[config.mk]
export PLATFORM = sky130hd
export DESIGN_NAME = ir_queue
export DESIGN_NICKNAME = d
export VERILOG_FILES = /design/src/rtl/ir_queue_store.sv /design/src/rtl/ir_queue.sv
export SDC_FILE = /design/constraint.sdc
export NUM_CORES = 1
export LEC_CHECK = 0
export CORE_MARGIN = 5
export CORE_UTILIZATION = 45
export DETAILED_ROUTE_END_ITERATION = 12
export PLACE_DENSITY = 0.73
export SETUP_SLACK_MARGIN = 0.5
export SYNTH_ARGS = -nofsm -noshare
export SYNTH_HDL_FRONTEND = slang
export SYNTH_SLANG_ARGS = --single-unit
[constraint.sdc]
create_clock -name clk -period 3.2 [get_ports clk]
set_input_delay 0.32 -clock clk [delete_from_list [all_inputs] [get_ports clk]]
set_output_delay 0.32 -clock clk [all_outputs]
set_load 0.005 [all_outputs]
[src/rtl/ir_queue_store.sv]
// ---------------------------------------------------------------------------
// ir_queue_store
//   Circular backing store behind the ir_queue head register. Holds ENTRIES
//   instruction words in arrival order. Read and write pointers wrap modulo
//   ENTRIES. Occupancy is tracked by the parent, which guarantees that it
//   never writes while the store is full or reads while it is empty.
//
// Ports
//   clk        : system clock, rising edge
//   rst        : synchronous active-high reset (pointers to 0)
//   i_flush    : synchronous pointer clear (redirect)
//   i_wr_en    : write i_wr_data at the write pointer and advance it
//   i_wr_data  : word to store
//   i_rd_en    : advance the read pointer (the word at o_rd_data is consumed)
//   o_rd_data  : word at the read pointer (oldest stored word)
// ---------------------------------------------------------------------------
module ir_queue_store #(
    parameter int WIDTH   = 16,
    parameter int ENTRIES = 3
) (
    input  logic             clk,
    input  logic             rst,
    input  logic             i_flush,
    input  logic             i_wr_en,
    input  logic [0:WIDTH-1] i_wr_data,
    input  logic             i_rd_en,
    output logic [0:WIDTH-1] o_rd_data
);

    localparam int PW = (ENTRIES > 1) ? $clog2(ENTRIES) : 1;
    localparam logic [PW-1:0] LAST = PW'(ENTRIES - 1);

    logic [0:WIDTH-1] r_mem [0:ENTRIES-1];
    logic [PW-1:0]    r_wr_ptr;
    logic [PW-1:0]    r_rd_ptr;
    logic [PW-1:0]    w_wr_ptr_next;
    logic [PW-1:0]    w_rd_ptr_next;

    // Pointers wrap at ENTRIES, which need not be a power of two.
    function automatic logic [PW-1:0] f_advance(input logic [PW-1:0] ptr);
        if (ptr == LAST) begin
            return '0;
        end
        return ptr + PW'(1);
    endfunction

    assign w_wr_ptr_next = i_wr_en ? f_advance(r_wr_ptr) : r_wr_ptr;
    assign w_rd_ptr_next = i_rd_en ? f_advance(r_rd_ptr) : r_rd_ptr;

    always_ff @(posedge clk) begin
        if (rst || i_flush) begin
            r_wr_ptr <= '0;
            r_rd_ptr <= '0;
        end else begin
            r_wr_ptr <= w_wr_ptr_next;
            r_rd_ptr <= w_rd_ptr_next;
        end
    end

    // Storage array carries no reset so it maps onto RAM primitives; stale
    // entries are never observed because occupancy lives in the parent.
    always_ff @(posedge clk) begin
        if (i_wr_en && !rst && !i_flush) begin
            r_mem[r_wr_ptr] <= i_wr_data;
        end
    end

    // The parent's head register is the registered stage of this read.
    assign o_rd_data = r_mem[r_rd_ptr];

endmodule

[src/rtl/ir_queue.sv]
// ---------------------------------------------------------------------------
// ir_queue
//   DEPTH-entry instruction prefetch queue feeding the instruction decoder.
//   The head word is held in the registered output q; the remaining DEPTH-1
//   words live in a circular store (ir_queue_store). Fetch logic pushes words,
//   the decoder pops the head when it accepts an instruction.
//   invalidate clears the top INV_BITS of the presented word so that no
//   LIP/SP-class request can be decoded while an illegal-instruction
//   interrupt is being served. flush discards everything on a redirect.
//
// Ports (bit 0 is the MSB of every word)
//   clk        : system clock, rising edge
//   rst        : synchronous active-high reset
//   d          : word to push
//   push       : push d this cycle
//   full       : count == DEPTH
//   pop        : decoder consumed the head word
//   q          : registered head word, invalidate mask applied
//   q_valid    : q holds a valid word (count >= 1)
//   empty      : count == 0
//   count      : words held, including q
//   invalidate : mask the head word after this edge
//   flush      : discard all contents
//   overflow   : sticky, push while full without a pop
// ---------------------------------------------------------------------------
module ir_queue #(
    parameter int WIDTH    = 16,
    parameter int DEPTH    = 4,
    parameter int INV_BITS = 2,
    parameter int CW       = $clog2(DEPTH + 1)
) (
    input  logic             clk,
    input  logic             rst,
    input  logic [0:WIDTH-1] d,
    input  logic             push,
    output logic             full,
    input  logic             pop,
    output logic [0:WIDTH-1] q,
    output logic             q_valid,
    output logic             empty,
    output logic [CW-1:0]    count,
    input  logic             invalidate,
    input  logic             flush,
    output logic             overflow
);

    // INV_BITS ones in the most significant positions (q[0:INV_BITS-1]).
    localparam logic [0:WIDTH-1] INV_MASK = ~({WIDTH{1'b1}} >> INV_BITS);
    localparam logic [CW-1:0]    DEPTH_C  = CW'(DEPTH);
    localparam logic [CW-1:0]    ONE_C    = CW'(1);

    logic [0:WIDTH-1] r_q;
    logic [CW-1:0]    r_count;
    logic             r_overflow;

    logic             w_q_valid;
    logic             w_full;
    logic             w_store_empty;
    logic             w_pop_e;
    logic             w_push_e;
    logic             w_bypass;
    logic             w_store_wr;
    logic             w_store_rd;
    logic [0:WIDTH-1] w_store_data;
    logic [0:WIDTH-1] w_q_load;
    logic [0:WIDTH-1] w_q_next;
    logic [CW-1:0]    w_count_next;
    logic             w_overflow_set;

    // Flow-control flags are functions of the count register alone.
    assign w_q_valid     = (r_count != '0);
    assign w_full        = (r_count == DEPTH_C);
    // The store holds everything except the head word.
    assign w_store_empty = (r_count <= ONE_C);

    assign w_pop_e  = pop & w_q_valid;
    // A full queue still accepts a push when the head leaves in the same cycle.
    assign w_push_e = push & (~w_full | w_pop_e);

    // d goes straight into q when the head slot is (or becomes) free and the
    // store has nothing older to offer; otherwise it queues behind.
    assign w_bypass   = w_push_e & (~w_q_valid | (w_pop_e & w_store_empty));
    assign w_store_wr = w_push_e & ~w_bypass;
    assign w_store_rd = w_pop_e & ~w_store_empty;

    assign w_overflow_set = push & w_full & ~w_pop_e;

    assign w_count_next = r_count + CW'(w_push_e) - CW'(w_pop_e);

    always_comb begin
        w_q_load = r_q;
        if (w_store_rd) begin
            w_q_load = w_store_data;
        end else if (w_bypass) begin
            w_q_load = d;
        end
        // Invalidate applies to whatever q holds after the edge, including a
        // word loaded this very cycle; no effect once the queue drains.
        w_q_next = w_q_load;
        if (invalidate && (w_count_next != '0)) begin
            w_q_next = w_q_load & ~INV_MASK;
        end
    end

    always_ff @(posedge clk) begin
        if (rst || flush) begin
            r_q        <= '0;
            r_count    <= '0;
            r_overflow <= 1'b0;
        end else begin
            r_q     <= w_q_next;
            r_count <= w_count_next;
            if (w_overflow_set) begin
                r_overflow <= 1'b1;
            end
        end
    end

    ir_queue_store #(
        .WIDTH   (WIDTH),
        .ENTRIES (DEPTH - 1)
    ) u_store (
        .clk       (clk),
        .rst       (rst),
        .i_flush   (flush),
        .i_wr_en   (w_store_wr),
        .i_wr_data (d),
        .i_rd_en   (w_store_rd),
        .o_rd_data (w_store_data)
    );

    assign q        = r_q;
    assign q_valid  = w_q_valid;
    assign empty    = ~w_q_valid;
    assign full     = w_full;
    assign count    = r_count;
    assign overflow = r_overflow;

endmodule

==> impl_metrics.yaml <==
setup_path:
  arrival_ns: 2.81
  crit_chain: "or3_2 -> nand2_1 -> mux2i_1 -> ha_1 -> fa_1 -> o31ai_1 -> nand2_1 -> a311oi_1"
  worstSetupStartpointType: "flop"
  crit_path_end_kind: "flop"
  r2r-start: "count[2]$_SDFF_PP0_"
  crit_path_frequent_cell: "nand2_1"
  rr_endpoint: "q[1]$_SDFFE_PP0P_"
  rrSetupSlack_ns: 0.63
  required_ns: 3.44
  crit_fanout: 7
  r2r_cells: 8
  worstSetupPathType: "flop to flop"
  slowest_stage: "or3_2"
  slowest_delay_ns: 0.52
hold_path:
  min_path_type: "flop to flop"
  holdPathEnd: "q[15]$_SDFFE_PP0P_"
  holdPathStages: 2
  hp-start: "q[15]$_SDFFE_PP0P_"
cells_and_area:
  layout-drive-gt1-share_pct: 24.2
  areaGrowthSynthToFinish_pct: 25.3
  fin_area_um2: 3900
  antennaDiodeCount: 0
  fill_cells: 553
  final_core_util_pct: 57.7
  layout.nets: 314
place:
  port_buffers: 44
  dp_hpwl_mm: 4.42
  place_ws_ns: 0.298
  globalplace.congestion: 0.761
  placed_cell_area_um2: 3680
route:
  drt_iter0_drc: 174
  vias: 2127
  final_antenna_net_count: 0
  viasPerCell: 5.70
  wl_per_cell_um: 18.0
  drt_first_pass_iters: 4
  routed_wl_mm: 6.72
  drc: 0
global_route:
  grt_use_met2_pct: 25.9
  grt_pass1_vias: 2153
  antenna_found_initial: 0
  grt_use_total_pct: 16.4
  grt_pass1_wl_mm: 10.9
  busiest_layer: "met2"
  grt_start_max_net_pins: 22
  grt.met3_usage_pct: 3.46
  grt-ovfl-total: 0
  use_met1_pct: 21.3
power_and_ir_drop:
  p_int_uw: 1550
  clkPwrFrac_pct: 38.5
  power-per-cell-area_nw_per_um2: 504
  finalPower_uw: 1960
  seqPwrFrac_pct: 52.9
  p_sw_share_pct: 21.1
  p_sw_uw: 415
  vdd_drop_max_mv: 0.246
  combPwrFrac_pct: 8.6
  leakage_uw: 0.00126
timing:
  tns_ns: 0
  setup_ws_ns: 0.630
  finalSetupViolCount: 0
  final.setup_skew_ns: 0.00574
  slew_headroom_pct: 42.0
  fin_crit_ns: 2.57
  max_freq_ghz: 0.389
  finalMaxSlewViolations: 0
  finalHoldViolCount: 0
  tightest_slew_ns: 0.869
  min_period_over_period_pct: 80.3
  rsz0062_at_grt: "yes"
logic_synthesis:
  syn_avg_cell_area_um2: 13.2
  netlist_top_cells_area: "edfxtp_1 46%, dfxtp_1 17%, mux2_2 12%"
  synth_top_area_share_pct: 46.3
  synth_compound_area_share_pct: 13.9
  synthSimpleGateAreaFrac_pct: 6.19
  yosys.area_share.xor_xnor_pct: 0.282
  synthAdderAreaFrac_pct: 1.85
  ys_top_cells_by_count: "48 x edfxtp_1, 32 x mux2_2, 32 x o21ai_0"
  synth_fp_nets: 262
  ys_types: 41
  syn-instance-count: 236
  yosysWarnings: 0
  ys_ff_latch: 74
  synth_edf_count: 48
  yosysSeqAreaShare_pct: 63.1
  synth_top_family_by_area: "compound AO/OA/AOI/OAI gates"
  muxShareOfSynthArea_pct: 11.9
  synth_flop_cell: "edfxtp_1"
  post-synth-top-count-cell: "edfxtp_1"
  syn-cell-area_um2: 3110
  postSynth.asyncResetShare_pct: 0
  yosysTopAreaCell: "edfxtp_1"
floorplan:
  start_util_pct: 46.0
  row_count: 30
  num_io_pins: 45
  die_w_um: 93.1
  coreArea_um2: 6760
  die_h_um: 93.1
  dieArea_um2: 8680
cts:
  clk_latency_ns: 0.34
  clock_sinks: 74
  clk_pin_slew_ns: 0.07
  cts_hold_buf: 0
  cts_buffers: 9
  htreeDepth: 3
  cts_tree: "built"
  clockBufferDepth: 2
  root_buffer: "clkbuf_8"
job:
  maxCapViolCount: 0
outcome:
  status: "finished clean"
[final cells by class]
cell class                 instances  area [um2]  area share (%)
sequential                        74        1960            50.4
tap                               80         100            2.57
inverter                           4        15.0           0.385
clock buffer                      10         128            3.27
timing repair buffer              56         531            13.6
clock inverter                     6        81.3            2.09
multi-input combinational        143        1080            27.7
[worst max-delay path by stage]
stage	from	endpoint	slack [ns]	cells after the start
6_report	count[2]$_SDFF_PP0_	q[1]$_SDFFE_PP0P_	0.63	8
5_1_grt	count[2]$_SDFF_PP0_	q[1]$_SDFFE_PP0P_	0.44	8
4_1_cts	count[1]$_SDFF_PP0_	u_store.r_mem[1][1]$_DFFE_PP_	0.52	7
3_5_place_dp	pop	q[1]$_SDFFE_PP0P_	0.30	10
3_3_place_gp	pop	q[1]$_SDFFE_PP0P_	0.49	10
2_1_floorplan	count[1]$_SDFF_PP0_	u_store.r_mem[0][0]$_DFFE_PP_	-0.17	6
[cells by family (layout without fill, tap and decap cells)]
kind of cell,after synthesis,in the layout
muxes,33,33
DFF,74,74
and+or+nand+nor,31,31
buffers and inverters,19,76
xor gates and xnor gates,1,1
AOI/OAI and AO/OA,74,74
adders and majority gates,4,4
[state kept, by name, summed over array words and instances, names as in the netlist, named ones only]
signal and flops:
u_store.r_rd_ptr 2, overflow 1, u_store.r_mem 48, q 16, count 3, u_store.r_wr_ptr 2
[through the flow]
stage                     cells  hold WS [ns]
after global placement      356         0.465
after detailed placement    356         0.469
after global routing        373         0.504
after floorplan             236         0.419
after CTS                   372         0.479
final                       373         0.480
[per-layer routing]
metal | up-vias | routed length (um)
met1 | 1029 | 2910
met5 | - | 0
met2 | 80 | 3290
li1 | 1005 | -
met4 | 0 | 159
met3 | 13 | 362
[power by group through the flow]
stage | clock network (uW) | logic, uW | registers (uW)
after floorplan | 0 | 80.6 | 1060
after global placement | 0 | 165 | 1060
after detailed placement | 0 | 167 | 1060
after CTS | 768 | 169 | 1040
after global routing | 809 | 187 | 1040
final | 755 | 170 | 1040
[critical path: cells and delay by family, from the launching register on]
family	cells	cell delay [ns]
AO/OA/AOI/OAI	2	0.54
adder cells (fa/ha/maj)	2	0.61
flip-flops	1	0.37
multiplexers	1	0.21
AND/OR/NAND/NOR	3	0.75
[layout by cell type, fill, tap and decap left out, types with 2 or more instances in the layout]
cell,netlist,layout
a21oi_1,20,20
a311oi_1,2,2
a31oi_1,14,14
and2_1,3,3
buf_4,0,12
bufinv_16,0,2
clkbuf_8,0,9
clkdlybuf4s50_1,0,44
clkinv_2,0,2
dfxtp_1,26,25
edfxtp_1,48,48
ha_1,3,3
inv_1,4,4
mux2_2,32,32
nand2_1,6,6
nand3_1,2,2
nor2_1,4,4
nor4_2,0,2
nor4b_2,1,2
o21ai_0,32,32
or2_2,2,2
[what timing repair did]
action | 4_1_cts | 5_1_grt
endpoints found under the hold margin | 0 | 0
endpoints found under the setup margin | 0 | 38
resized for setup | 0 | 1
buffers inserted | 0 | 1
Power figures use the tool's default switching activity.
